**src/rtl/apuf_eval.sv**
```systemverilog
// Arbiter-PUF evaluation: challenge-steered swap chain, arbiter flop,
// 2-FF synchroniser and a majority-voting evaluation controller.
// Ports:
//   clk, rst_n     clock, async active-low reset
//   start, chal    request strobe and challenge (captured in IDLE)
//   arb_ext        external raw arbiter bit (USE_EXT_ARB=1)
//   busy           high outside IDLE
//   resp_valid     one-cycle result pulse
//   resp           majority response
//   ones           count of evaluations that returned 1
//   stable         all evaluations agreed
module apuf_eval #(
  parameter int STAGES      = 64,
  parameter int EVALS       = 7,
  parameter int SETTLE      = 8,
  parameter int USE_EXT_ARB = 0,
  localparam int OW         = $clog2(EVALS + 1),
  localparam int CW         = $clog2(SETTLE)
) (
  input  logic              clk,
  input  logic              rst_n,
  input  logic              start,
  input  logic [STAGES-1:0] chal,
  input  logic              arb_ext,
  output logic              busy,
  output logic              resp_valid,
  output logic              resp,
  output logic [OW-1:0]     ones,
  output logic              stable
);

  typedef enum logic [2:0] {
    IDLE,
    DISCHARGE,
    LAUNCH,
    SAMPLE,
    DONE
  } state_t;

  state_t            state_q;
  logic [STAGES-1:0] chal_q;
  logic              launch_q;
  logic [CW-1:0]     cnt_q;
  logic [7:0]        ecnt_q;
  logic [OW-1:0]     acc_q;
  logic              busy_q;
  logic              resp_valid_q;
  logic              resp_q;
  logic [OW-1:0]     ones_q;
  logic              stable_q;
  logic [1:0]        sync_q;
  logic              arb_q;

  // Race paths: index 0 is the shared launch point.
  (* keep = "true", dont_touch = "true" *)
  logic [STAGES:0]   top_w;
  (* keep = "true", dont_touch = "true" *)
  logic [STAGES:0]   bot_w;

  assign top_w[0] = launch_q;
  assign bot_w[0] = launch_q;

  for (genvar i = 0; i < STAGES; i++) begin : g_stage
    // One dual-output LUT per stage: straight when 0, crossed when 1.
    assign top_w[i+1] = chal_q[i] ? bot_w[i] : top_w[i];
    assign bot_w[i+1] = chal_q[i] ? top_w[i] : bot_w[i];
  end

  // Top arriving before the bottom edge captures 1.
  always_ff @(posedge bot_w[STAGES] or negedge launch_q) begin
    if (!launch_q) arb_q <= 1'b0;
    else           arb_q <= top_w[STAGES];
  end

  logic raw;
  assign raw = (USE_EXT_ARB != 0) ? arb_ext : arb_q;

  always_ff @(posedge clk or negedge rst_n) begin
    if (!rst_n) sync_q <= 2'b00;
    else        sync_q <= {sync_q[0], raw};
  end

  logic          cnt_last;
  logic [OW-1:0] acc_nx;
  logic [7:0]    ecnt_nx;

  assign cnt_last = (cnt_q == CW'(SETTLE - 1));
  assign acc_nx   = acc_q + OW'(sync_q[1]);
  assign ecnt_nx  = ecnt_q + 8'd1;

  always_ff @(posedge clk or negedge rst_n) begin
    if (!rst_n) begin
      state_q      <= IDLE;
      chal_q       <= '0;
      launch_q     <= 1'b0;
      cnt_q        <= '0;
      ecnt_q       <= '0;
      acc_q        <= '0;
      busy_q       <= 1'b0;
      resp_valid_q <= 1'b0;
      resp_q       <= 1'b0;
      ones_q       <= '0;
      stable_q     <= 1'b0;
    end else begin
      resp_valid_q <= 1'b0;
      unique case (state_q)
        IDLE: begin
          if (start) begin
            chal_q   <= chal;
            acc_q    <= '0;
            ecnt_q   <= '0;
            cnt_q    <= '0;
            launch_q <= 1'b0;
            busy_q   <= 1'b1;
            state_q  <= DISCHARGE;
          end
        end
        DISCHARGE: begin
          if (cnt_last) begin
            cnt_q    <= '0;
            launch_q <= 1'b1;
            state_q  <= LAUNCH;
          end else begin
            cnt_q <= cnt_q + CW'(1);
          end
        end
        LAUNCH: begin
          if (cnt_last) begin
            cnt_q   <= '0;
            state_q <= SAMPLE;
          end else begin
            cnt_q <= cnt_q + CW'(1);
          end
        end
        SAMPLE: begin
          if (cnt_q == '0) begin
            cnt_q <= CW'(1);
          end else begin
            cnt_q    <= '0;
            acc_q    <= acc_nx;
            ecnt_q   <= ecnt_nx;
            launch_q <= 1'b0;
            if (ecnt_nx == 8'(EVALS)) begin
              // Results are visible during DONE, alongside the pulse.
              ones_q       <= acc_nx;
              resp_q       <= (acc_nx > OW'(EVALS / 2));
              stable_q     <= (acc_nx == '0) ||
                              (acc_nx == OW'(EVALS));
              resp_valid_q <= 1'b1;
              state_q      <= DONE;
            end else begin
              state_q <= DISCHARGE;
            end
          end
        end
        DONE: begin
          busy_q  <= 1'b0;
          state_q <= IDLE;
        end
        default: state_q <= IDLE;
      endcase
    end
  end

  assign busy       = busy_q;
  assign resp_valid = resp_valid_q;
  assign resp       = resp_q;
  assign ones       = ones_q;
  assign stable     = stable_q;

endmodule

```
**config.mk**
```make
export PLATFORM = sky130hd
export DESIGN_NAME = apuf_eval
export DESIGN_NICKNAME = d
export VERILOG_FILES = /design/src/rtl/apuf_eval.sv
export SDC_FILE = /design/constraint.sdc
export NUM_CORES = 1
export LEC_CHECK = 0
export ABC_AREA = 1
export CAP_MARGIN = 30
export CORE_UTILIZATION = 43
export CTS_CLUSTER_SIZE = 8
export DETAILED_ROUTE_END_ITERATION = 12
export PLACE_DENSITY = 0.77
export SYNTH_ARGS = -nofsm -noshare
export SYNTH_HDL_FRONTEND = slang
export SYNTH_SLANG_ARGS = --single-unit
export TNS_END_PERCENT = 100
```
**constraint.sdc**
```tcl
create_clock -name clk -period 3.05 [get_ports clk]
set_clock_uncertainty 0.15 [all_clocks]
set_input_delay 0.7625 -clock clk [delete_from_list [all_inputs] [get_ports clk]]
set_output_delay 0.7625 -clock clk [all_outputs]
set_load 0.01 [all_outputs]
```
# ---- Word-level counts from Yosys, hierarchy flattened
# Index checks and enable logic that the tools add are counted.
dict set report totals {
  register_bits 28
  out_inout_bits 7
  ramBits 0
  latch_bits 0
  elab_cells 67
  romBits 0
  memories 0
  input_bits 68
}
dict set report op_classes {
  multipliers 0
  eq_ne 11
  n_div 0
  n_addsub 3
  bitwise 1
  reduce_logical 15
  magnitude_cmp 1
  mux 24
  n_shift 0
}
# cell count
set op_table {}
lappend op_table {{two-way mux 3 bit} 8}
lappend op_table {{two-way mux 8 bit} 2}
lappend op_table {{one-hot mux 8 bit (2 select lines)} 1}
lappend op_table {{one-hot mux 3 bit (4 select lines)} 1}
lappend op_table {{equality test 3 bit, second input constant} 3}
lappend op_table {{zero test 3 bit} 3}
lappend op_table {{one-hot mux 3 bit (3 select lines)} 1}
lappend op_table {{adder 8 x 1 -> 8 bit, second input constant} 1}
lappend op_table {{equality test 8 x 3 -> 1 bit, second input constant} 1}
lappend op_table {{two-way mux 1 bit} 8}
lappend op_table {{inequality test 2 bit, second input constant} 4}
lappend op_table {{AND reduction 4 bit} 2}
lappend op_table {{equality test 3 x 2 -> 1 bit, second input constant} 2}
lappend op_table {{one-hot mux 3 bit (2 select lines)} 1}
lappend op_table {{AND reduction 3 bit} 2}
lappend op_table {{nonzero test 3 bit} 2}
lappend op_table {{AND reduction 2 bit} 2}
lappend op_table {{nonzero test 2 bit} 2}
lappend op_table {{adder 3 x 1 -> 3 bit} 1}
lappend op_table {{adder 3 x 1 -> 3 bit, second input constant} 1}
lappend op_table {{equality test 3 x 1 -> 1 bit, second input constant} 1}
lappend op_table {{> comparator 3 x 2 -> 1 bit, second input constant} 1}
lappend op_table {{one-hot mux 1 bit (3 select lines)} 1}
lappend op_table {{one-hot mux 1 bit (2 select lines)} 1}
lappend op_table {{other kinds (3)} 3}

# ---- Logic depth before layout (Yosys ltp)
# Gate-level depths: netlist of the first run.
dict set report depth {
  ltp_word 5
  mapped_depth 10
  depth_no_buf 10
}

==> flow_metrics.py, run 1 <==
metrics = {
    "routing": {
        "route.detailed.drc": 0,
        "dr.pass1.iters": 4,
        "vias": 1226,
        "ant_nets": 0,
        "drtIter0Drc": 67,
        "drt-vias-per-instance": 4.924,
        "drt_wl_total_um": 2837,
        "wl_per_cell_um": 11.39,
    },
    "cells_and_area": {
        "area_growth_pct": 11.08,
        "antennaDiodeCount": 0,
        "fillerInstances": 325,
        "drive_above_1_share_pct": 8.867,
        "postLayoutCoreUtil_pct": 50.31,
        "nets": 279,
        "postLayoutCellArea_sq_um": 1705,
    },
    "sta": {
        "untimed_endpoints": 2,
        "finalCriticalPeriod_ns": 2.159,
        "hold_ws_ns": 0.2090,
        "period_share_pct": 70.80,
        "setup_viol": 0,
        "layout_setup_ws_ns": 0.8907,
        "rsz0062_at_grt": "no",
        "hold_viol": 0,
        "slew_headroom_pct": 75.20,
        "max_freq_ghz": 0.4631,
        "slew_viol_final": 0,
        "tightest_slew_ns": 0.3708,
        "final.setup.tns_ns": 0,
        "unclocked_regs": 1,
    },
    "pwr": {
        "switching_power_w": 0.0005942,
        "internal_power_w": 0.0007163,
        "p_clk_share_pct": 12.1,
        "ir_worst_vdd_v": 0.0004672,
        "combPwrFrac_pct": 46.1,
        "p_leak_nw": 0.8732,
        "p_per_area_nw_per_um2": 768.5,
        "power_frac_seq_pct": 41.8,
        "switching_share_pct": 45.34,
    },
    "place": {
        "portBuffers": 9,
        "preCtsSetupSlack_ns": 0.9226,
        "hpwl_um": 2112,
        "placed_cell_area_sq_um": 1679,
        "globalplace.congestion": 0.8557,
    },
    "clock_tree": {
        "cts_max_level": 1,
        "cts_tree": "done",
        "cts_buffer_depth": 2,
        "hold_buffers": 0,
        "insertion_delay_ns": 0.34,
        "clk_pin_slew_ns": 0.16,
        "numCtsBuffers": 3,
        "post_cts_buffers": 0,
        "cts_resized": 0,
        "cts-root-buf": "clkbuf_4",
    },
    "worst_setup_path": {
        "crit_family": "buffers and inverters",
        "crit_path_start_kind": "flop",
        "worstPathCellList": "clkdlybuf4s50_1",
        "r2r_setup_slack_ns": 1.13,
        "cp.arrival_ns": 1.25,
        "crit_path_top_delay_cell": "clkdlybuf4s50_1",
        "end_kind": "output port",
        "reg2regPathDepth": 9,
        "r2r_end": "resp",
        "path_class": "flop to output port",
        "crit_buf_inv": 1,
        "max_stage_delay_ns": 0.53,
        "required_ns": 2.14,
        "critPathMaxFanout": 2,
        "r2r_start": "ecnt_q[1]",
    },
    "job": {
        "drv_cap": 0,
    },
    "logic_synthesis": {
        "yosysWarnings": 0,
        "syn_nets": 265,
        "syn_avg_cell_area_sq_um": 8.080,
        "synthCells": 190,
        "synth_area_sq_um": 1535,
    },
    "grt": {
        "grt_pass1_vias": 1088,
        "antenna_found_initial": 0,
        "track_usage_pct": 16.72,
        "grt_max_degree": 28,
        "grt_pass1_wl_um": 4643,
        "overflow": 0,
    },
    "min_path": {
        "whs_path_depth": 0,
        "holdPathEnd": "sync_q[1]",
        "hp-class": "flop to flop",
        "holdCritStartpoint": "sync_q[0]",
    },
    "die": {
        "core_region_area_sq_um": 3390,
        "fp.dieW_um": 61.75,
        "die_h_um": 61.75,
        "io_pins": 75,
        "start_util_pct": 45.29,
        "dieArea_sq_um": 3813,
        "row_count": 21,
    },
    "outcome": {
        "outcome": "completed",
    },
}
worst max path at each step:
stage               startpoint        to  slack, ns  depth (start not counted)
floorplan            ecnt_q[1]      resp       1.38                          9
global placement         start  acc_q[2]       0.94                          6
detailed placement       start  acc_q[2]       0.92                          6
CTS                    ones[0]   ones[0]       0.89                          1
global route            stable    stable       0.81                          1
finish                  stable    stable       0.89                          1
registers in the layout (all words and copies together) (netlist names):
name / flops
stable: 1
acc_q: 3
busy: 1
ones: 3
sync_q: 2
ecnt_q: 8
launch_q: 1
arb_q: 1
resp: 1
state_q: 3
resp_valid: 1
cnt_q: 3
per-layer routing:
metal  GRT usage, %  share of wire (%)  up-vias
li1               -                  -      636
met1          22.89                 49      558
met4          5.397                1.6        0
met3          3.934                3.9        8
met2          26.27                 45       24
met5              0                  0        -
power groups by stage:
stage / registers, W / logic [W] / clock network [W]
final: 0.000547 / 0.000604 / 0.000159
after global routing: 0.000562 / 0.000681 / 0.000176
after CTS: 0.000548 / 0.000606 / 0.000163
after detailed placement: 0.000555 / 0.000603 / 0
after global placement: 0.000551 / 0.000584 / 0
after floorplan: 0.000536 / 0.000496 / 0
cell type report:
cell class / instances / area [sq um] / area share [%]
clock buffer: 4 / 26.28 / 1.541
sequential: 28 / 700.7 / 41.09
tap: 46 / 57.56 / 3.375
timing repair buffer: 10 / 97.59 / 5.723
multi-input combinational: 134 / 720.7 / 42.26
inverter: 27 / 102.6 / 6.016
cells in the final DEF, fill, tap and decap left out:
master	n
a21oi_1	1
clkbuf_4	3
ha_1	7
clkbuf_1	1
a22o_1	2
clkinv_2	1
buf_4	1
dfrtp_1	28
nand3_2	1
a31oi_1	1
nor2_1	17
nand4_4	1
o21ai_2	1
inv_2	1
clkdlybuf4s50_1	9
nand2_1	57
nor2_2	2
nand2_2	3
o22ai_1	3
nor3_4	1
nor2_4	2
inv_1	25
xor2_1	1
o21bai_2	1
nand4_1	6
o21ai_0	7
nand3b_1	1
nand3_1	18
o211ai_1	1
through the flow:
stage,std cells,total power (W)
2_1_floorplan,190,0.001032
5_1_grt,249,0.001420
3_3_place_gp,245,0.001136
6_report,249,0.001311
4_1_cts,249,0.001317
3_5_place_dp,245,0.001159
No activity file was read; power rests on OpenSTA's default activity.
==> inputs of run 2 (changes only) <==
CORE_UTILIZATION = 48   (was 43)
PLACE_DENSITY = 0.81   (was 0.77)
clock period = 2.1 ns   (was 3.05 ns; I/O delays follow)
==> run 2 against run 1 <==
Via count is 0.41% higher; flip-flop and latch count is the same; first-iteration DRC count grew 28%; highest routed layer unchanged.
==> flow_metrics.py, run 2 (synthesis gave the netlist of run 1 again) <==
metrics = {
    "job": {
        "drv_cap": 0,
    },
    "routing": {
        "vias": 1231,
        "wl_per_cell_um": 11.04,
        "route.detailed.drc": 0,
        "drt-vias-per-instance": 4.944,
        "drtIter0Drc": 86,
        "drt_wl_total_um": 2748,
        "dr.pass1.iters": 5,
        "ant_nets": 0,
    },
    "worst_setup_path": {
        "max_stage_delay_ns": 0.53,
        "reg2regPathDepth": 9,
        "crit_path_start_kind": "flop",
        "crit_buf_inv": 1,
        "crit_family": "buffers and inverters",
        "cp_num_cells": 1,
        "crit_path_top_delay_cell": "clkdlybuf4s50_1",
        "end_kind": "output port",
        "required_ns": 1.42,
        "worstPathCellList": "clkdlybuf4s50_1",
        "critPathMaxFanout": 2,
        "path_class": "flop to output port",
        "cp.arrival_ns": 1.24,
    },
    "sta": {
        "rsz0062_at_grt": "no",
        "hold_ws_ns": 0.2025,
        "tightest_slew_ns": 0.3357,
        "hold_viol": 0,
        "period_share_pct": 91.22,
        "finalCriticalPeriod_ns": 1.916,
        "slew_viol_final": 0,
        "final.setup.tns_ns": 0,
        "untimed_endpoints": 2,
        "setup_viol": 0,
        "unclocked_regs": 1,
        "max_freq_ghz": 0.5221,
        "slew_headroom_pct": 77.62,
    },
    "cells_and_area": {
        "postLayoutCellArea_sq_um": 1719,
        "drive_above_1_share_pct": 10.24,
        "antennaDiodeCount": 0,
        "nets": 281,
        "area_growth_pct": 11.98,
        "instances_no_fill": 249,
        "layout_common_cells": "nand2_1 (57), dfrtp_1 (27), inv_1 (25)",
        "largest_register_ff_count": 8,
        "final_common_cell": "nand2_1",
        "top_register": "ecnt_q",
    },
    "clock_tree": {
        "cts-root-buf": "clkbuf_4",
        "hold_buffers": 0,
        "cts_resized": 0,
        "cts_max_level": 1,
        "clk_pin_slew_ns": 0.15,
        "cts_tree": "done",
        "cts_buffer_depth": 2,
        "insertion_delay_ns": 0.33,
        "post_cts_buffers": 0,
        "numCtsBuffers": 3,
    },
    "outcome": {
        "outcome": "completed",
    },
    "pwr": {
        "p_per_area_nw_per_um2": 1115,
        "ir_worst_vdd_v": 0.0007784,
        "p_leak_nw": 0.8819,
    },
    "place": {
        "placed_cell_area_sq_um": 1692,
        "portBuffers": 9,
        "hpwl_um": 2106,
        "place_inst": 245,
        "globalplace.congestion": 0.8826,
    },
    "min_path": {
        "whs_path_depth": 0,
        "hp-class": "flop to flop",
    },
    "die": {
        "io_pins": 75,
        "core_region_area_sq_um": 3053,
        "dieArea_sq_um": 3429,
        "start_util_pct": 50.29,
        "fp.dieW_um": 58.56,
        "row_count": 20,
        "die_h_um": 58.56,
    },
    "grt": {
        "met2_usage_pct": 30.87,
        "use_met3_pct": 4.835,
        "grt_busiest_layer": "met2",
        "track_usage_pct": 17.95,
        "overflow": 0,
        "grt_pass1_vias": 1132,
        "use_met1_pct": 23.06,
        "antenna_found_initial": 0,
        "grt_pass1_wl_um": 4754,
        "grt_max_degree": 28,
    },
}
==> run 2: metrics by stage <==
stage                     utilization [%]  power (W)  setup slack, ns
after floorplan                         -   0.001499           0.4291
after global placement              55.41   0.001680           0.2346
after detailed placement            55.41   0.001706           0.2113
after CTS                           56.27   0.001934           0.1691
after global routing                56.31   0.002093          0.01265
final                               56.31   0.001916           0.1845
==> run 2: worst paths after layout <==
kind / start / end / slack, ns
max in group asynchronous: rst_n / ecnt_q[1] / 1.14
worst min register to register: sync_q[0] / sync_q[1] / 0.20
worst min-delay path: sync_q[0] / sync_q[1] / 0.20
worst max register to register: ecnt_q[1] / ones[0] / 0.19
min in group asynchronous: rst_n / ecnt_q[3] / 0.40
worst max-delay path: ones[0] / ones[0] / 0.18
==> run 2: final cells by class <==
| cell class | instances | area [sq um] |
|---|---|---|
| clock buffers | 4 | 26.28 |
| inverters | 27 | 102.6 |
| fillers | 304 | 1334 |
| flip-flops and latches | 28 | 701.9 |
| well taps | 44 | 55.05 |
| multi-input cells | 134 | 720.7 |
| repair buffers | 12 | 112.6 |
==> run 2: where the power goes <==
part           internal, W  switching, W  leakage (nW)
logic             0.000320      0.000576         0.505
clock network    0.0000744      0.000151        0.0150
registers         0.000672      0.000122         0.362
total              0.00107      0.000849         0.882
==> run 2: routing by layer <==
layer  vias to the layer above  routed length (um)
li1                        644                   -
met1                       570                1366
met2                        15                1302
met3                         2                  66
met4                         0                  13
met5                         -                   0
==> run 2: worst register-to-register path, cell delays in order, from the launching register on <==
cell	delay, ns
dfrtp_2	0.48
ha_1	0.23
nand2_1	0.09
inv_1	0.04
nor2_1	0.20
nand3_1	0.16
nor2_4	0.19
nand4_4	0.15
nand2_1	0.08
nand2_1	0.05
